## src/rtl/router_pkg.sv

```systemverilog
// Shared types and constants for the router destination-side read scheduler.
package router_pkg;

  localparam int NUM_DEST    = 3;
  localparam int LEN_MSB     = 7;
  localparam int LEN_LSB     = 2;
  localparam int BEAT_DATA_W = 8;

  typedef enum logic [1:0] {
    IDLE,
    ACTIVE,
    ABORT
  } sched_state_e;

  typedef struct packed {
    logic [BEAT_DATA_W-1:0] data;
    logic                   sop;
    logic                   eop;
    logic                   err;
    logic [1:0]             src;
  } beat_t;

  // Round-robin pick: first requesting port after 'last', wrapping mod NUM_DEST.
  function automatic logic [1:0] rr_pick(input logic [1:0] last,
                                         input logic [NUM_DEST-1:0] req);
    logic [1:0] pick;
    logic [1:0] idx;
    pick = last;
    for (int k = NUM_DEST; k >= 1; k--) begin
      idx = 2'((int'(last) + k) % NUM_DEST);
      if (req[idx]) pick = idx;
    end
    return pick;
  endfunction

endpackage

```

## src/rtl/router_skid_buf.sv

```systemverilog
// Two-entry beat buffer; head is forced to zero while empty so idle outputs read as 0.
module router_skid_buf #(
  parameter int W = 13
) (
  input  logic         clk,
  input  logic         reset,
  input  logic         push,
  input  logic [W-1:0] push_data,
  input  logic         pop,
  output logic [W-1:0] head,
  output logic [1:0]   occ
);

  logic [W-1:0] mem [2];
  logic         wr_ptr;
  logic         rd_ptr;
  logic [1:0]   cnt;

  always_ff @(posedge clk) begin
    if (reset) begin
      mem[0] <= '0;
      mem[1] <= '0;
      wr_ptr <= 1'b0;
      rd_ptr <= 1'b0;
      cnt    <= 2'd0;
    end else begin
      if (push) begin
        mem[wr_ptr] <= push_data;
        wr_ptr      <= ~wr_ptr;
      end
      if (pop) rd_ptr <= ~rd_ptr;
      cnt <= cnt + 2'(push) - 2'(pop);
    end
  end

  assign head = (cnt != 2'd0) ? mem[rd_ptr] : '0;
  assign occ  = cnt;

endmodule

```

## src/rtl/router_read_sched.sv

```systemverilog
// Round-robin read scheduler draining one whole packet at a time from three
// destination FIFOs into a single framed stream with parity check and stall abort.
//
// state  | meaning
// IDLE   | no packet owned; grant next valid port round-robin
// ACTIVE | reading granted port until byte number 'total' is captured
// ABORT  | granted port stalled too long; emit one error eop beat
module router_read_sched
  import router_pkg::*;
#(
  parameter int DATA_W    = 8,
  parameter int STALL_MAX = 30
) (
  input  logic              clk,
  input  logic              reset,
  input  logic              valid_out_0,
  input  logic              valid_out_1,
  input  logic              valid_out_2,
  input  logic [DATA_W-1:0] data_out_0,
  input  logic [DATA_W-1:0] data_out_1,
  input  logic [DATA_W-1:0] data_out_2,
  output logic              read_enb_0,
  output logic              read_enb_1,
  output logic              read_enb_2,
  output logic [DATA_W-1:0] m_data,
  output logic              m_valid,
  input  logic              m_ready,
  output logic              m_sop,
  output logic              m_eop,
  output logic [1:0]        m_src,
  output logic              m_err
);

  localparam int TW = $clog2(STALL_MAX + 1);
  localparam int BW = DATA_W + 5;

  sched_state_e        state, state_nx;
  logic [1:0]          grant, last_grant;
  logic [6:0]          issued, rx_cnt, total, limit, hdr_total;
  logic                hdr_seen, inflight;
  logic [DATA_W-1:0]   parity, cap_data;
  logic [TW-1:0]       stall_tmr;
  logic [NUM_DEST-1:0] vo;
  logic                vo_g, space, first, last, stalling;
  logic                rd_en, push, pop, end_pkt;
  logic [BW-1:0]       push_data, head;
  logic [1:0]          occ;

  assign vo = {valid_out_2, valid_out_1, valid_out_0};

  always_comb begin
    vo_g     = 1'b0;
    cap_data = '0;
    case (grant)
      2'd0:    begin vo_g = valid_out_0; cap_data = data_out_0; end
      2'd1:    begin vo_g = valid_out_1; cap_data = data_out_1; end
      2'd2:    begin vo_g = valid_out_2; cap_data = data_out_2; end
      default: ;
    endcase
  end

  assign pop       = m_valid && m_ready;
  assign space     = (3'(occ) + 3'(inflight) - 3'(pop)) < 3'd2;
  assign limit     = hdr_seen ? total : 7'd2;
  assign hdr_total = 7'(cap_data[LEN_MSB:LEN_LSB]) + 7'd2;
  assign first     = (rx_cnt == 7'd0);
  assign last      = inflight && !first && ((rx_cnt + 7'd1) == total);
  // Stall only counts while nothing is in flight and the packet is unfinished.
  assign stalling  = !vo_g && !inflight && (issued < limit);

  always_comb begin
    state_nx  = state;
    rd_en     = 1'b0;
    push      = 1'b0;
    push_data = '0;
    end_pkt   = 1'b0;
    case (state)
      IDLE: begin
        if (|vo) state_nx = ACTIVE;
      end
      ACTIVE: begin
        rd_en = space && vo_g && (issued < limit);
        if (inflight) begin
          push      = 1'b1;
          push_data = {cap_data, first, last, last && (parity != cap_data), grant};
        end
        if (last) begin
          state_nx = IDLE;
          end_pkt  = 1'b1;
        end else if (stalling && stall_tmr == TW'(1)) begin
          state_nx = ABORT;
        end
      end
      ABORT: begin
        if (space) begin
          push      = 1'b1;
          push_data = {{DATA_W{1'b0}}, 1'b0, 1'b1, 1'b1, grant};
          state_nx  = IDLE;
          end_pkt   = 1'b1;
        end
      end
      default: state_nx = IDLE;
    endcase
  end

  always_ff @(posedge clk) begin
    if (reset) begin
      state      <= IDLE;
      grant      <= 2'd0;
      last_grant <= 2'd2;
      issued     <= 7'd0;
      rx_cnt     <= 7'd0;
      total      <= 7'd0;
      hdr_seen   <= 1'b0;
      inflight   <= 1'b0;
      parity     <= '0;
      stall_tmr  <= TW'(STALL_MAX);
    end else begin
      state    <= state_nx;
      inflight <= rd_en;
      if (rd_en) issued <= issued + 7'd1;
      if (end_pkt) last_grant <= grant;
      case (state)
        IDLE: begin
          if (|vo) begin
            grant     <= rr_pick(last_grant, vo);
            issued    <= 7'd0;
            rx_cnt    <= 7'd0;
            hdr_seen  <= 1'b0;
            stall_tmr <= TW'(STALL_MAX);
          end
        end
        ACTIVE: begin
          if (inflight) begin
            rx_cnt <= rx_cnt + 7'd1;
            if (first) begin
              total    <= hdr_total;
              hdr_seen <= 1'b1;
              parity   <= cap_data;
            end else begin
              parity <= parity ^ cap_data;
            end
          end
          if (!stalling)                stall_tmr <= TW'(STALL_MAX);
          else if (stall_tmr != TW'(1)) stall_tmr <= stall_tmr - TW'(1);
        end
        default: ;
      endcase
    end
  end

  router_skid_buf #(.W(BW)) u_buf (
    .clk       (clk),
    .reset     (reset),
    .push      (push),
    .push_data (push_data),
    .pop       (pop),
    .head      (head),
    .occ       (occ)
  );

  assign m_valid = (occ != 2'd0);
  assign {m_data, m_sop, m_eop, m_err, m_src} = head;

  assign read_enb_0 = rd_en && (grant == 2'd0);
  assign read_enb_1 = rd_en && (grant == 2'd1);
  assign read_enb_2 = rd_en && (grant == 2'd2);

endmodule

```

## config.mk

```make
export PLATFORM = sky130hd
export DESIGN_NAME = router_read_sched
export DESIGN_NICKNAME = d
export VERILOG_FILES = /design/src/rtl/router_pkg.sv /design/src/rtl/router_skid_buf.sv /design/src/rtl/router_read_sched.sv
export SDC_FILE = /design/constraint.sdc
export NUM_CORES = 1
export LEC_CHECK = 0
export ABC_AREA = 1
export BUFFER_PORTS_ARGS = -buffer_cell sky130_fd_sc_hd__buf_2
export CAP_MARGIN = 30
export CORE_MARGIN = 3
export CORE_UTILIZATION = 55
export DETAILED_ROUTE_END_ITERATION = 6
export PLACE_DENSITY_LB_ADDON = 0.25
export REMOVE_ABC_BUFFERS = 1
export SLEW_MARGIN = 15
export SYNTH_ARGS = -nofsm -noshare
export SYNTH_HDL_FRONTEND = slang
export SYNTH_SLANG_ARGS = --single-unit
```

## constraint.sdc

```tcl
create_clock -name clk -period 5.9 [get_ports clk]
set_input_delay 0.59 -clock clk [delete_from_list [all_inputs] [get_ports clk]]
set_output_delay 0.59 -clock clk [all_outputs]
set_load 0.02 [all_outputs]
```

==> impl_results.md <==
* DP Cell Count at roughly 740
* Avg Cell Area, Syn at 7.181 um2
* Fin crit share at between 70% and 80%
* Crit path max fanout at 14
* Critical Path Source Type: flop
* Overall Power at 1.357 mW
* Peak Freq at 0.2402 GHz
* Synth-to-layout area growth at 11.27%
* First-pass GRT wire length at roughly 17 mm
* Hold Path Class: flop to flop
* Synthesized flop and latch total at 73
* Number of antenna diodes at 0
* Ys flop type: dfxtp_1
* Slowest cell delay on critical path at between 0.6 and 0.7 ns
* Post-Synthesis Cells at around 600
* Final design utilization at between 60% and 70%
* CP arrival at roughly 3.6 ns
* DRC at 0
* Synth warn at 0
* Pwr dens at 281.5 mW/mm2
* Status: completed
* Final Net Count at ~700
* Max-slew violations at 0
* # Post-CTS Setup Buffers at 0
* Final setup viols at 0
* Vias in the first global route at roughly 3.7k
* Share of layout cells above drive strength 1 at 12.71%
* WP data required at ~5.3 ns
* Die area at roughly 0.009 mm2
* Largest net degree at the start of global routing at 28
* Unrepaired setup endpoints after global routing: false
* Hold WS at between 0.4 and 0.5 ns
* Starting density of the core at 58.15%
* Finished Layout Cells at roughly 750
* WL per Instance at 13.28 um
* Post-CTS sizing at 0
* Detailed-routing iteration count for the pre-antenna-repair pass at 7
* Routed via count at 4088
* Critical path class: flop to output port
* IO Count at 47
* Max-Cap Viols at 0
* Commonest non-fill, non-tap cell in the layout: nand2_1
* Root buf cell: clkbuf_8
* Routability cong. at between 0.8 and 0.9
* Dpl cell area at around 0.0046 mm2
* Clock skew at ~0.012 ns
* Final setup margin at 1.737 ns
* H-tree depth at 3
* Antenna-violating nets left at 0
* Vias per cell at approximately 5.4
* Core area at roughly 0.0074 mm2
* Dpl hpwl at between 7 and 8 mm
* Relative slew margins at 43.39%
* Commonest cells after routing, fill and taps aside: nand2_1, inv_1, nor2_1
* Crit. End Element: output port
* Clock latency on the worst-skew pair at 0.35 ns
* Total wire length at 9.990 mm
* Critical Path Most Common Cell: inv_1
* Post-route cell area at between 0.004 and 0.005 mm2
* Pre-CTS setup slack at approximately 1.8 ns
* Cells along the critical path: nor2_1 -> inv_1 -> nand2_1 -> inv_1 -> ha_1 -> inv_1 -> nand2_1 -> fa_1 -> xnor2_1 -> nand2_1 -> inv_1 -> nand3_2 -> nor2_4 -> inv_2 -> nor3_1 -> buf_2
* FILL cells at 664
* Die height at between 90 and 100 um
* Starting DRC count in detailed routing at 250
* Asr flop ratio synth at 0%
* Initial antenna violation count at 0
* TritonCTS clock tree: done
* Post-Syn Area at between 0.004 and 0.005 mm2
* Critical-path top delay cell: nor2_1
* Port bufs at 46
* Clock Tree Buf Depth at 2
* Total track usage at 23.54%
* Setup TNS at 0 ns
* Slew @ Worst Pin at roughly 0.84 ns
* Clk pin slew, worst setup/hold paths at 0.08 ns
* Final min period at 4.163 ns
* Sequential element share of the synthesized area at between 30 and 40%
* Leak at between 2 and 2.5 nW
* Worst VDD drop at about 0.17 mV
* Fin. Hold Viols at 0
* Hold Buf Count CTS at 0
* Die W at 94.73 um
* CTS buffer count at 9
* Post-synth EDFFs at 26
* GRT overflow at 0
* Post-synthesis cell type count at 38
* Rows at 31
* CTS sink cnt at 73
## critical path, delay by kind of cell, from the launching register on
kind | cells | cell delay, ns
DFF | 1 | 0.36
and+or+nand+nor | 7 | 1.36
buffers and inverters | 6 | 0.69
xor gates and xnor gates | 1 | 0.15
adders and majority gates | 2 | 0.67
## final cells by class
class	count	area [um2]	share of cell area (%)
Timing Repair Buffer	47	237.7	4.934
Clock inverter	7	61.31	1.272
Tap cell	99	123.9	2.571
Sequential cell	73	1722	35.73
Inverter	84	315.3	6.544
Multi-Input combinational cell	433	2235	46.38
Clock buffer	9	123.9	2.571
## registers in the layout, summed over array words and instances (netlist names), 2 cells and up, named ones only
register	count
stall_tmr	5
grant	2
state	2
last_grant	2
u_buf.occ	2
parity	8
rx_cnt	7
u_buf.mem	26
issued	7
total	7
## layer usage
metal | GRT usage (%) | share of wire, % | up-vias
met5 | 0 | 0 | -
met4 | 6.971 | 1.3 | 0
met3 | 4.303 | 4.0 | 12
met2 | 39.64 | 49 | 98
met1 | 30.84 | 46 | 1908
li1 | - | - | 2070
## final timing paths
kind                                                 endpoint                      start  cells past startpoint  slack, ns
worst max-delay path                               read_enb_1    u_buf.occ[1]$_SDFF_PP0_                     16       1.74
worst min-delay path                u_buf.rd_ptr$_SDFFE_PP0P_  u_buf.rd_ptr$_SDFFE_PP0P_                      1       0.47
worst max register to register  u_buf.mem[1][7]$_SDFFCE_PN0P_    u_buf.occ[1]$_SDFF_PP0_                     17       1.80
worst min register to register      u_buf.rd_ptr$_SDFFE_PP0P_  u_buf.rd_ptr$_SDFFE_PP0P_                      1       0.47
## power breakdown
group,internal (mW),total (mW),switching [mW]
Combinational,0.123,0.392,0.269
Clock,0.161,0.376,0.215
Sequential,0.553,0.589,0.0359
Total,0.837,1.36,0.520
## cells in the mapped netlist (2+ instances only)
cell | instances | share of area (%)
or2_2 | 2 | 0.29
xor2_1 | 6 | 1.2
xnor2_1 | 2 | 0.40
o2111ai_1 | 2 | 0.40
inv_1 | 78 | 6.8
o21ai_0 | 21 | 2.4
o211ai_2 | 3 | 0.87
o211ai_1 | 4 | 0.69
a211oi_1 | 4 | 0.69
nor2_4 | 2 | 0.52
edfxtp_1 | 26 | 18
clkbuf_1 | 10 | 0.87
a21oi_1 | 43 | 5.0
nor2_2 | 3 | 0.43
nand2_2 | 4 | 0.58
ha_1 | 22 | 6.4
o31ai_1 | 2 | 0.35
nand2_1 | 149 | 13
buf_2 | 2 | 0.23
nor3_1 | 23 | 2.7
o21ai_1 | 3 | 0.35
inv_2 | 4 | 0.35
clkinv_1 | 2 | 0.17
dfxtp_1 | 47 | 22
o21a_1 | 7 | 1.2
a22oi_1 | 2 | 0.35
nand4_1 | 6 | 0.87
nor2_1 | 66 | 5.7
nand3_1 | 49 | 5.7
## kinds of logic (layout without fill, tap and decap cells)
group	after synthesis	in the layout	synth area share [%]
compound gates	93	93	12.66
xor+xnor	8	8	1.618
fa+ha+maj	23	23	6.819
buf+inv	97	147	8.639
flops	73	73	39.76
simple gates	309	309	30.51
Power figures use the tool's default switching activity.
